===== config.mk =====
export PLATFORM = sky130hd
export DESIGN_NAME = neighbor_filter_flat
export DESIGN_NICKNAME = d
export VERILOG_FILES = /design/src/rtl/graph_pkg.sv /design/src/rtl/neighbor_filter_if.sv /design/src/rtl/neighbor_filter_visited_ram.sv /design/src/rtl/neighbor_filter.sv /design/src/flat_wrapper.sv
export SDC_FILE = /design/constraint.sdc
export NUM_CORES = 2
export LEC_CHECK = 0
export ABC_AREA = 1
export CORE_MARGIN = 1
export CORE_UTILIZATION = 46
export DETAILED_ROUTE_END_ITERATION = 8
export HOLD_SLACK_MARGIN = 0.08
export PLACE_DENSITY_LB_ADDON = 0.08
export SYNTH_ARGS = -nofsm -noshare
export SYNTH_HDL_FRONTEND = slang
export SYNTH_SLANG_ARGS = --single-unit

===== constraint.sdc =====
create_clock -name clk_in -period 20 [get_ports clk_in]
set_input_delay 4 -clock clk_in [delete_from_list [all_inputs] [get_ports clk_in]]
set_output_delay 4 -clock clk_in [all_outputs]
set_load 0.03 [all_outputs]

===== src/rtl/graph_pkg.sv =====
// Shared types and constants for the graph traversal blocks.
// Used by the fetch stage's terminator check and by the neighbour filter.
package graph_pkg;

  localparam int ADDR_W = 32;

  // Null sentinel that terminates each neighbour list.
  localparam logic [ADDR_W-1:0] NULL_ADDR = '0;

  localparam logic [2:0] ST_IDLE  = 3'd0;
  localparam logic [2:0] ST_CLEAR = 3'd1;
  localparam logic [2:0] ST_POP   = 3'd2;
  localparam logic [2:0] ST_TEST  = 3'd3;
  localparam logic [2:0] ST_EMIT  = 3'd4;
  localparam logic [2:0] ST_DONE  = 3'd5;

  typedef enum logic [2:0] {
    NF_IDLE  = ST_IDLE,
    NF_CLEAR = ST_CLEAR,
    NF_POP   = ST_POP,
    NF_TEST  = ST_TEST,
    NF_EMIT  = ST_EMIT,
    NF_DONE  = ST_DONE
  } nf_state_t;

endpackage


===== src/rtl/neighbor_filter_if.sv =====
// Neighbour FIFO (show-ahead) and frontier candidate ports of the neighbour filter.
// slave = filter side, master = fetch/frontier side.
interface neighbor_filter_if #(
  parameter int ADDR_W = graph_pkg::ADDR_W
);
  logic [ADDR_W-1:0] neigh_data_in;
  logic              neigh_valid_in;
  logic              neigh_deq_out;
  logic [ADDR_W-1:0] cand_addr_out;
  logic              cand_valid_out;
  logic              cand_ready_in;

  modport slave (
    input  neigh_data_in, neigh_valid_in, cand_ready_in,
    output neigh_deq_out, cand_addr_out, cand_valid_out
  );

  modport master (
    output neigh_data_in, neigh_valid_in, cand_ready_in,
    input  neigh_deq_out, cand_addr_out, cand_valid_out
  );
endinterface


===== src/rtl/neighbor_filter_visited_ram.sv =====
// Direct-mapped visited bitmap: 2^VIS_BITS x 1 single-port synchronous RAM.
// Read-first; a write is visible to a read issued on a later cycle.
module visited_ram #(
  parameter int VIS_BITS = 10
) (
  input  logic                clk_in,
  input  logic [VIS_BITS-1:0] addr,
  input  logic                we,
  input  logic                wdata,
  output logic                rdata
);

  logic mem [2**VIS_BITS];

  always_ff @(posedge clk_in) begin
    if (we) begin
      mem[addr] <= wdata;
    end
    rdata <= mem[addr];
  end

endmodule


===== src/rtl/neighbor_filter.sv =====
// Drains one neighbour list, drops null terminators and visited vertices,
// marks new ones visited and offers them to the frontier over valid/ready.
module neighbor_filter
  import graph_pkg::*;
#(
  parameter int ADDR_W    = graph_pkg::ADDR_W,
  parameter int VIS_BITS  = 10,
  parameter int MAX_NEIGH = 16,
  localparam int CNT_W    = $clog2(MAX_NEIGH + 1)
) (
  input  logic             clk_in,
  input  logic             rst_in,
  input  logic             start_in,
  input  logic             clear_in,
  neighbor_filter_if.slave nf,
  output logic             busy_out,
  output logic             done_out,
  output logic [CNT_W-1:0] emit_cnt_out,
  output logic [CNT_W-1:0] drop_cnt_out
);

  nf_state_t           state_q;
  logic [VIS_BITS-1:0] clr_idx_q;
  logic [CNT_W-1:0]    pop_cnt_q;
  logic [CNT_W-1:0]    emit_cnt_q;
  logic [CNT_W-1:0]    drop_cnt_q;
  logic [ADDR_W-1:0]   addr_p1;
  logic [ADDR_W-1:0]   cand_addr_q;
  logic                vld_p2;

  logic [VIS_BITS-1:0] ram_addr;
  logic                ram_we;
  logic                ram_wdata;
  logic                ram_rdata;
  logic                at_limit;

  assign at_limit = (pop_cnt_q == CNT_W'(MAX_NEIGH));

  assign nf.neigh_deq_out  = (state_q == NF_POP) && nf.neigh_valid_in;
  assign nf.cand_addr_out  = cand_addr_q;
  assign nf.cand_valid_out = vld_p2;
  assign busy_out          = (state_q != NF_IDLE);
  assign done_out          = (state_q == NF_DONE);
  assign emit_cnt_out      = emit_cnt_q;
  assign drop_cnt_out      = drop_cnt_q;

  // Single RAM port: clear sweep, TEST mark, otherwise lookup of the FIFO head.
  always_comb begin
    ram_addr  = nf.neigh_data_in[VIS_BITS-1:0];
    ram_we    = 1'b0;
    ram_wdata = 1'b0;
    case (state_q)
      NF_CLEAR: begin
        ram_addr = clr_idx_q;
        ram_we   = 1'b1;
      end
      NF_TEST: begin
        ram_addr  = addr_p1[VIS_BITS-1:0];
        ram_we    = ~ram_rdata;
        ram_wdata = 1'b1;
      end
      default: ;
    endcase
  end

  visited_ram #(
    .VIS_BITS(VIS_BITS)
  ) u_visited (
    .clk_in (clk_in),
    .addr   (ram_addr),
    .we     (ram_we),
    .wdata  (ram_wdata),
    .rdata  (ram_rdata)
  );

  // Stage p1: popped address, tested against the bitmap in TEST.
  always_ff @(posedge clk_in) begin
    if (state_q == NF_POP && nf.neigh_valid_in) begin
      addr_p1 <= nf.neigh_data_in;
    end
  end

  // Stage p2: candidate register held until the frontier accepts it.
  always_ff @(posedge clk_in) begin
    if (!rst_in) begin
      state_q     <= NF_CLEAR;
      clr_idx_q   <= '0;
      pop_cnt_q   <= '0;
      emit_cnt_q  <= '0;
      drop_cnt_q  <= '0;
      cand_addr_q <= '0;
      vld_p2      <= 1'b0;
    end else begin
      case (state_q)
        NF_IDLE: begin
          if (clear_in) begin
            clr_idx_q <= '0;
            state_q   <= NF_CLEAR;
          end else if (start_in) begin
            pop_cnt_q  <= '0;
            emit_cnt_q <= '0;
            drop_cnt_q <= '0;
            state_q    <= NF_POP;
          end
        end
        NF_CLEAR: begin
          clr_idx_q <= clr_idx_q + 1'b1;
          if (clr_idx_q == '1) begin
            state_q <= NF_DONE;
          end
        end
        NF_POP: begin
          if (nf.neigh_valid_in) begin
            pop_cnt_q <= pop_cnt_q + CNT_W'(1);
            state_q   <= (nf.neigh_data_in == ADDR_W'(NULL_ADDR)) ? NF_DONE : NF_TEST;
          end
        end
        NF_TEST: begin
          if (ram_rdata) begin
            drop_cnt_q <= drop_cnt_q + CNT_W'(1);
            state_q    <= at_limit ? NF_DONE : NF_POP;
          end else begin
            cand_addr_q <= addr_p1;
            vld_p2      <= 1'b1;
            state_q     <= NF_EMIT;
          end
        end
        NF_EMIT: begin
          if (nf.cand_ready_in) begin
            vld_p2     <= 1'b0;
            emit_cnt_q <= emit_cnt_q + CNT_W'(1);
            state_q    <= at_limit ? NF_DONE : NF_POP;
          end
        end
        NF_DONE: state_q <= NF_IDLE;
        default: state_q <= NF_IDLE;
      endcase
    end
  end

endmodule


===== src/flat_wrapper.sv =====
// flat-port wrapper written by rule: the top's interface ports become plain ports
module neighbor_filter_flat import graph_pkg::*;
#(
  parameter int ADDR_W    = graph_pkg::ADDR_W,
  parameter int VIS_BITS  = 10,
  parameter int MAX_NEIGH = 16,
  localparam int CNT_W    = $clog2(MAX_NEIGH + 1)
)
  (clk_in, rst_in, start_in, clear_in, busy_out, done_out, emit_cnt_out, drop_cnt_out, nf_neigh_data_in, nf_neigh_valid_in, nf_cand_ready_in, nf_neigh_deq_out, nf_cand_addr_out, nf_cand_valid_out);
  neighbor_filter_if #(.ADDR_W(ADDR_W)) nf_i ();
  input  logic clk_in;
  input  logic rst_in;
  input  logic start_in;
  input  logic clear_in;
  output logic busy_out;
  output logic done_out;
  output logic [CNT_W-1:0] emit_cnt_out;
  output logic [CNT_W-1:0] drop_cnt_out;
  input wire logic [$bits(nf_i.neigh_data_in)-1:0] nf_neigh_data_in;
  input wire logic [$bits(nf_i.neigh_valid_in)-1:0] nf_neigh_valid_in;
  input wire logic [$bits(nf_i.cand_ready_in)-1:0] nf_cand_ready_in;
  output wire logic [$bits(nf_i.neigh_deq_out)-1:0] nf_neigh_deq_out;
  output wire logic [$bits(nf_i.cand_addr_out)-1:0] nf_cand_addr_out;
  output wire logic [$bits(nf_i.cand_valid_out)-1:0] nf_cand_valid_out;
  assign nf_i.neigh_data_in = nf_neigh_data_in;
  assign nf_i.neigh_valid_in = nf_neigh_valid_in;
  assign nf_i.cand_ready_in = nf_cand_ready_in;
  assign nf_neigh_deq_out = nf_i.neigh_deq_out;
  assign nf_cand_addr_out = nf_i.cand_addr_out;
  assign nf_cand_valid_out = nf_i.cand_valid_out;
  neighbor_filter #(.ADDR_W(ADDR_W), .VIS_BITS(VIS_BITS), .MAX_NEIGH(MAX_NEIGH)) u_core (.clk_in(clk_in), .rst_in(rst_in), .start_in(start_in), .clear_in(clear_in), .nf(nf_i), .busy_out(busy_out), .done_out(done_out), .emit_cnt_out(emit_cnt_out), .drop_cnt_out(drop_cnt_out));
endmodule

* After elaboration in Yosys (flattened, before gate mapping)
Memories as Yosys holds them, arrays and structs flattened. A register that Yosys moved wholly into a read port is not among the register bits.
Index checks and enable logic that the tools add are counted.
** Word-level totals
- Register bits after elaboration :: 93
- Bits in latches :: 0
- RAM bits :: 1024
- Bits in read-only memories :: 0
- Bits of input ports :: 38
- Output and inout bits :: 46
- Logic and storage cells :: 73
- Memories kept :: 1
** Cells by class
- $add $sub $neg :: 4
- Multipliers :: 0
- Divide/modulo/power cells :: 0
- Magnitude comparators :: 0
- Equality and inequality tests :: 16
- Shift-type cells :: 0
- Multiplexer cells :: 27
- Bitwise logic cells :: 1
- Reduce and logical (&&, ||, !) cells :: 16
** Memories
- u_core.u_visited.mem :: depth 1024, width 1, read ports 1, clocked after Yosys merged registers in 1, write ports 1, RTL line neighbor_filter_visited_ram.sv:13 : logic mem [2**VIS_BITS];
** Operator list (number)
- $pmux 10 s2 :: 2
- $logic_not 32->1 :: 1
- $pmux 5 s2 :: 3
- $mux 5 :: 5
- $mux 3 :: 8
- $reduce_and 4->1 :: 4
- $add 5x1->5 const B :: 3
- $pmux 3 s5 :: 1
- $ne 2x2->1 const B :: 7
- $add 10x1->10 const B :: 1
- $eq 10x10->1 const B :: 1
- $mux 10 :: 1
- $reduce_bool 2->1 :: 5
- $eq 3x2->1 const B :: 2
- $eq 3x3->1 const B :: 2
- $eq 5x5->1 const B :: 1
- $mux 1 :: 5
- $pmux 1 s2 :: 2
- $reduce_and 2->1 :: 2
- $eq 3x1->1 const B :: 1
- $logic_not 3->1 :: 1
- $ne 3x3->1 const B :: 1
- $reduce_and 3->1 :: 1
- $reduce_bool 3->1 :: 1
- other kinds (3) :: 3

* Longest topological paths before layout
- Word-level depth :: 4
- Mapped depth :: 24
- Gate-level depth less buffers :: 21

* Hierarchy
A second synthesis with hierarchy kept.
** Unflattened totals
- Cells, all modules :: 5351
- Area total of the unflattened synthesis :: 50355.8 µm²
** By module, submodules not included
- visited_ram :: times used 1, cells each 4882, area an instance 46299.4 µm², seq. area each 30769.5 µm²
- neighbor_filter :: times used 1, cells each 469, area an instance 4056.4 µm², seq. area each 2182.1 µm²

* Worst setup path after synthesis
Ideal clock, no wire load.
- Kind :: register to register
- Start point :: register u_core.state_q[1]
- End point :: memory u_core.u_visited.mem[270], enable pin
- Library setup time :: 300 ps
- Data arrival time :: 11369 ps
- Required time :: 19700 ps
- Path slack :: 8331 ps
- Cell stages (with the launch flop) :: 14
- Buffers on the path :: 3
- Clock period less this slack :: 11669 ps
- Path through :: dfxtp_1 -> nand2_1 -> nor2_4 -> nand2_2 -> nand3_2 -> inv_2 -> buf_4 -> nor2_4 -> buf_4 -> inv_2 -> nor2_2 -> nand2_1 -> clkbuf_1 -> nor2_1
** Between the ends
- Word-level cells in the longest chain between the ends :: 4
- Elaborated cells on any way between the ends :: 6
- Classes of those cells :: eq/ne: 2; mux: 4
** Ends and longest elaborated chain
- from (decl) :: RTL line neighbor_filter.sv:22 : nf_state_t state_q;
- from (signal assigned) :: RTL line neighbor_filter.sv:115 : state_q <= (nf.neigh_data_in == ADDR_W'(NULL_ADDR)) ? NF_DONE : NF_TEST;
- from (signal assigned) :: RTL line neighbor_filter.sv:121 : state_q <= at_limit ? NF_DONE : NF_POP;
- from (signal assigned) :: RTL line neighbor_filter.sv:132 : state_q <= at_limit ? NF_DONE : NF_POP;
- $eq 3x2->1 / $eq 3x1->1 (equally long branches) :: RTL line neighbor_filter.sv:52 : case (state_q)
- $pmux 1 s2 :: RTL line neighbor_filter.sv:52
- $mux 1 :: RTL line neighbor_filter_visited_ram.sv:16 : if (we) begin
- $mux 1 (implied by the code) :: RTL line neighbor_filter_visited_ram.sv:17 : mem[addr] <= wdata;
- to (decl) :: RTL line neighbor_filter_visited_ram.sv:13
Several ways; a longest one is shown, not always the timed one.

* Worst setup path in the final report
- Start point :: input port nf_neigh_valid_in
- End point :: output port nf_neigh_deq_out
** Between the ends
- Word-level cells in the longest chain between the ends :: 1
** Ends and longest elaborated chain
- from (decl) :: RTL line flat_wrapper.sv:20 : input wire logic [$bits(nf_i.neigh_valid_in)-1:0] nf_neigh_valid_in;
- $logic_and 1x1->1 :: RTL line neighbor_filter.sv:39 : assign nf.neigh_deq_out = (state_q == NF_POP) && nf.neigh_valid_in;
- to (decl) :: RTL line flat_wrapper.sv:22 : output wire logic [$bits(nf_i.neigh_deq_out)-1:0] nf_neigh_deq_out;
No other way between the ends.

==> results_dict.tcl <==
set metrics [dict create \
    hold_depth 2 \
    grt_pass1_wl_um 242000 \
    critPathMaxStageDelay_ns 0.76 \
    power.total_uw 5150 \
    ir_drop_v 0.0000764 \
    crit_family "buffers and inverters" \
    clock-root-buffer "clkbuf_16" \
    finalNetCount 5733 \
    path_cells "clkdlybuf4s50_1 -> inv_1 -> nor2_4 -> clkdlybuf4s50_1" \
    clkLatencyLatePin_ns 0.74 \
    ant_nets 0 \
    ctsResizeCount 0 \
    grt_setup_unrepaired "no" \
    grt.overflow.total 0 \
    crit-reg2reg-launch "u_core.state_q[1]" \
    powerDensity_nw_per_um2 89.5 \
    seq_area_frac_synth 0.639 \
    gp_congestion 0.809 \
    wirelength_um 163000 \
    synth_cells 5800 \
    drv_slew 0 \
    path_buf_inv 3 \
    p_leak_uw 0.0228 \
    fin_area_um2 57600 \
    setup_viol 0 \
    n_fill_cell 10500 \
    hold_class "reg -> reg" \
    register_area_um2 33000 \
    fp.dieArea_um2 113000 \
    cp.arrival_ns 5.43 \
    reg2reg_depth 12 \
    hold_buffers 0 \
    drive_gt1_frac 0.0582 \
    area_delta_synth_final_pct 11.7 \
    finalCritPeriodShare 0.471 \
    worst_slack_ns 10.57 \
    cp_data_required_time_ns 16.00 \
    syn_area_per_cell_um2 8.89 \
    initial_core_util 0.465 \
    clk_path_buf_depth 3 \
    tritoncts "built" \
    crit_fanout 2 \
    post-cts-setup-buffers 0 \
    numCtsBuffers 131 \
    clkSinkCount 1118 \
    reg2reg_to "u_core.u_visited.mem[498]" \
    crit_slowest_cell "clkdlybuf4s50_1" \
    maxCapViolCount 0 \
    htreeDepth 4 \
    via_per_inst 5.40 \
    grt.total_usage 0.288 \
    dp_hpwl_um 85000 \
    dp_slack_ns 10.54 \
    endpoint_kind "output port" \
    drt-initial-drc-count 4245 \
    ys_ff_latch 1118 \
    clk_pin_slew_worst_paths_ns 0.06 \
    syn_nets 5843 \
    num_rows 122 \
    synth_cell_types 40 \
    die_w_um 337 \
    relSlewSlack 0.0189 \
    ff2ff_setup_slack_ns 13.64 \
    dr.pass1.iters 5 \
    core_area_um2 111000 \
    num_vias 39300 \
    fmax_mhz 106 \
    ioPinCount 84 \
    grt_max_degree 272 \
    min_from "u_core.addr_p1[28]" \
    worstMarginPinSlew_ns 1.47 \
    antenna_found_initial 2 \
    first_global_vias 37500 \
    status "completed" \
    period_minus_slack_ns 9.43 \
    synthFlopType "edfxtp_1" \
    io_buffers 83 \
    cp_common_cell "clkdlybuf4s50_1" \
    async_flop_share 0 \
    place_area_um2 53400 \
    tns_ns 0 \
    fp.dieH_um 337 \
    syn_area_um2 51600 \
    whs_endpoint "u_core.nf.cand_addr_out[28]" \
    wl_per_cell_um 22.3 \
    path_class "in -> out" \
    drc 0 \
    crit_path_start_kind "input port" \
    multi_input_area_um2 16600 \
    clock_skew_ns 0.0331 \
    synth-warning-count 0 \
    hold_viol 0 \
    synth_edf_count 1056 \
]
[area by class of cell]
type                    count  area share
diodes                      1   0.0000435
inverters                  84     0.00561
repair buffers            177      0.0278
clock buffers             181      0.0648
flip-flops and latches   1118       0.572
clock inverters            55     0.00800
multi-input cells        4178       0.289
well taps                1488      0.0323
[stage by stage]
step           cells  utilization  hold WS (ns)
6_report        7282        0.520         0.463
5_1_grt         7281        0.519         0.484
4_1_cts         7281        0.519         0.471
3_5_place_dp    7045        0.482         0.457
3_3_place_gp    7045        0.482         0.452
2_1_floorplan   5800            -         0.447
[worst reg2reg max path, delay by kind of cell, from the launching register on]
family                 cells  cell delay, ns
flip-flops                 1            0.44
buffers and inverters      4            1.68
AND/OR/NAND/NOR            8            3.94
[cells by family after synthesis]
kind of cell,after synthesis,synth area share
and+or+nand+nor,4060,0.306
DFF,1118,0.639
buffers and inverters,504,0.0412
AOI/OAI and AO/OA,110,0.0121
xor gates and xnor gates,3,0.000510
adders and majority gates,5,0.00121
[layout by cell type, fill, tap and decap left out, drive strengths merged, types with 2 or more instances in the layout]
master and n:
ha 5, a31oi 3, clkbuf 181, bufinv 8, edfxtp 1056, nor3 26
buf 94, xor2 3, a211oi 4, o21ai 51, a221oi 3, clkdlybuf4s50 83
a21oi 39, clkinv 42, o2111ai 3, nor3b 2, inv 86, nand2 2644
nor2 1207, nand4 105, o21a 3, nand3 67, nor4 8, dfxtp 62
clkinvlp 3
[flip-flops by register name, summed over array words and instances (netlist names)]
register,flops
u_core.pop_cnt_q,5
u_core.clr_idx_q,10
u_core.nf.cand_addr_out,32
u_core.u_visited.mem,1024
u_core.state_q,3
u_core.emit_cnt_out,5
u_core.u_visited.rdata,1
u_core.drop_cnt_out,5
u_core.nf.cand_valid_out,1
u_core.addr_p1,32
[synthesized netlist by cell type, types with 4 or more instances]
master	n	area, um^2
edfxtp_1	1056	31700
nand4_1	105	657
nor2_4	8	90.1
buf_4	4	30.0
dfxtp_1	62	1240
buf_2	172	861
nor2_1	1191	4470
ha_1	5	62.6
inv_1	76	285
nor2_2	8	50.1
nand2_1	2642	9920
nor3_1	23	115
o21ai_0	49	245
nand3_1	66	330
clkbuf_1	199	747
a211oi_1	4	30.0
a21oi_1	38	190
inv_2	7	26.3
nor4_1	8	50.1
buf_1	45	169
[layer usage]
metal | vias to the layer above | share of wire | global-route usage
li1 | 18400 | - | -
met1 | 19100 | 0.43 | 0.393
met2 | 1467 | 0.46 | 0.465
met3 | 315 | 0.073 | 0.0434
met4 | 0 | 0.034 | 0.108
met5 | - | 0 | 0
[power breakdown]
| group | leakage, uW | total [uW] | internal (uW) | switching, uW |
|---|---|---|---|---|
| Combinational | 0.0100 | 269 | 62.9 | 206 |
| Sequential | 0.0108 | 2530 | 2520 | 1.91 |
| Clock | 0.00204 | 2360 | 1400 | 957 |
| Total | 0.0228 | 5150 | 3990 | 1170 |
[how the worst max path moves through the flow]
stage	end	from	cells after the start	slack, ns
after floorplan	u_core.u_visited.mem[270]	u_core.state_q[1]	13	8.33
after global placement	nf_neigh_deq_out	nf_neigh_valid_in	4	10.54
after detailed placement	nf_neigh_deq_out	nf_neigh_valid_in	4	10.54
after CTS	nf_neigh_deq_out	nf_neigh_valid_in	4	10.53
after global routing	nf_neigh_deq_out	nf_neigh_valid_in	4	10.53
final	nf_neigh_deq_out	nf_neigh_valid_in	4	10.57
Power figures use the tool's default switching activity.
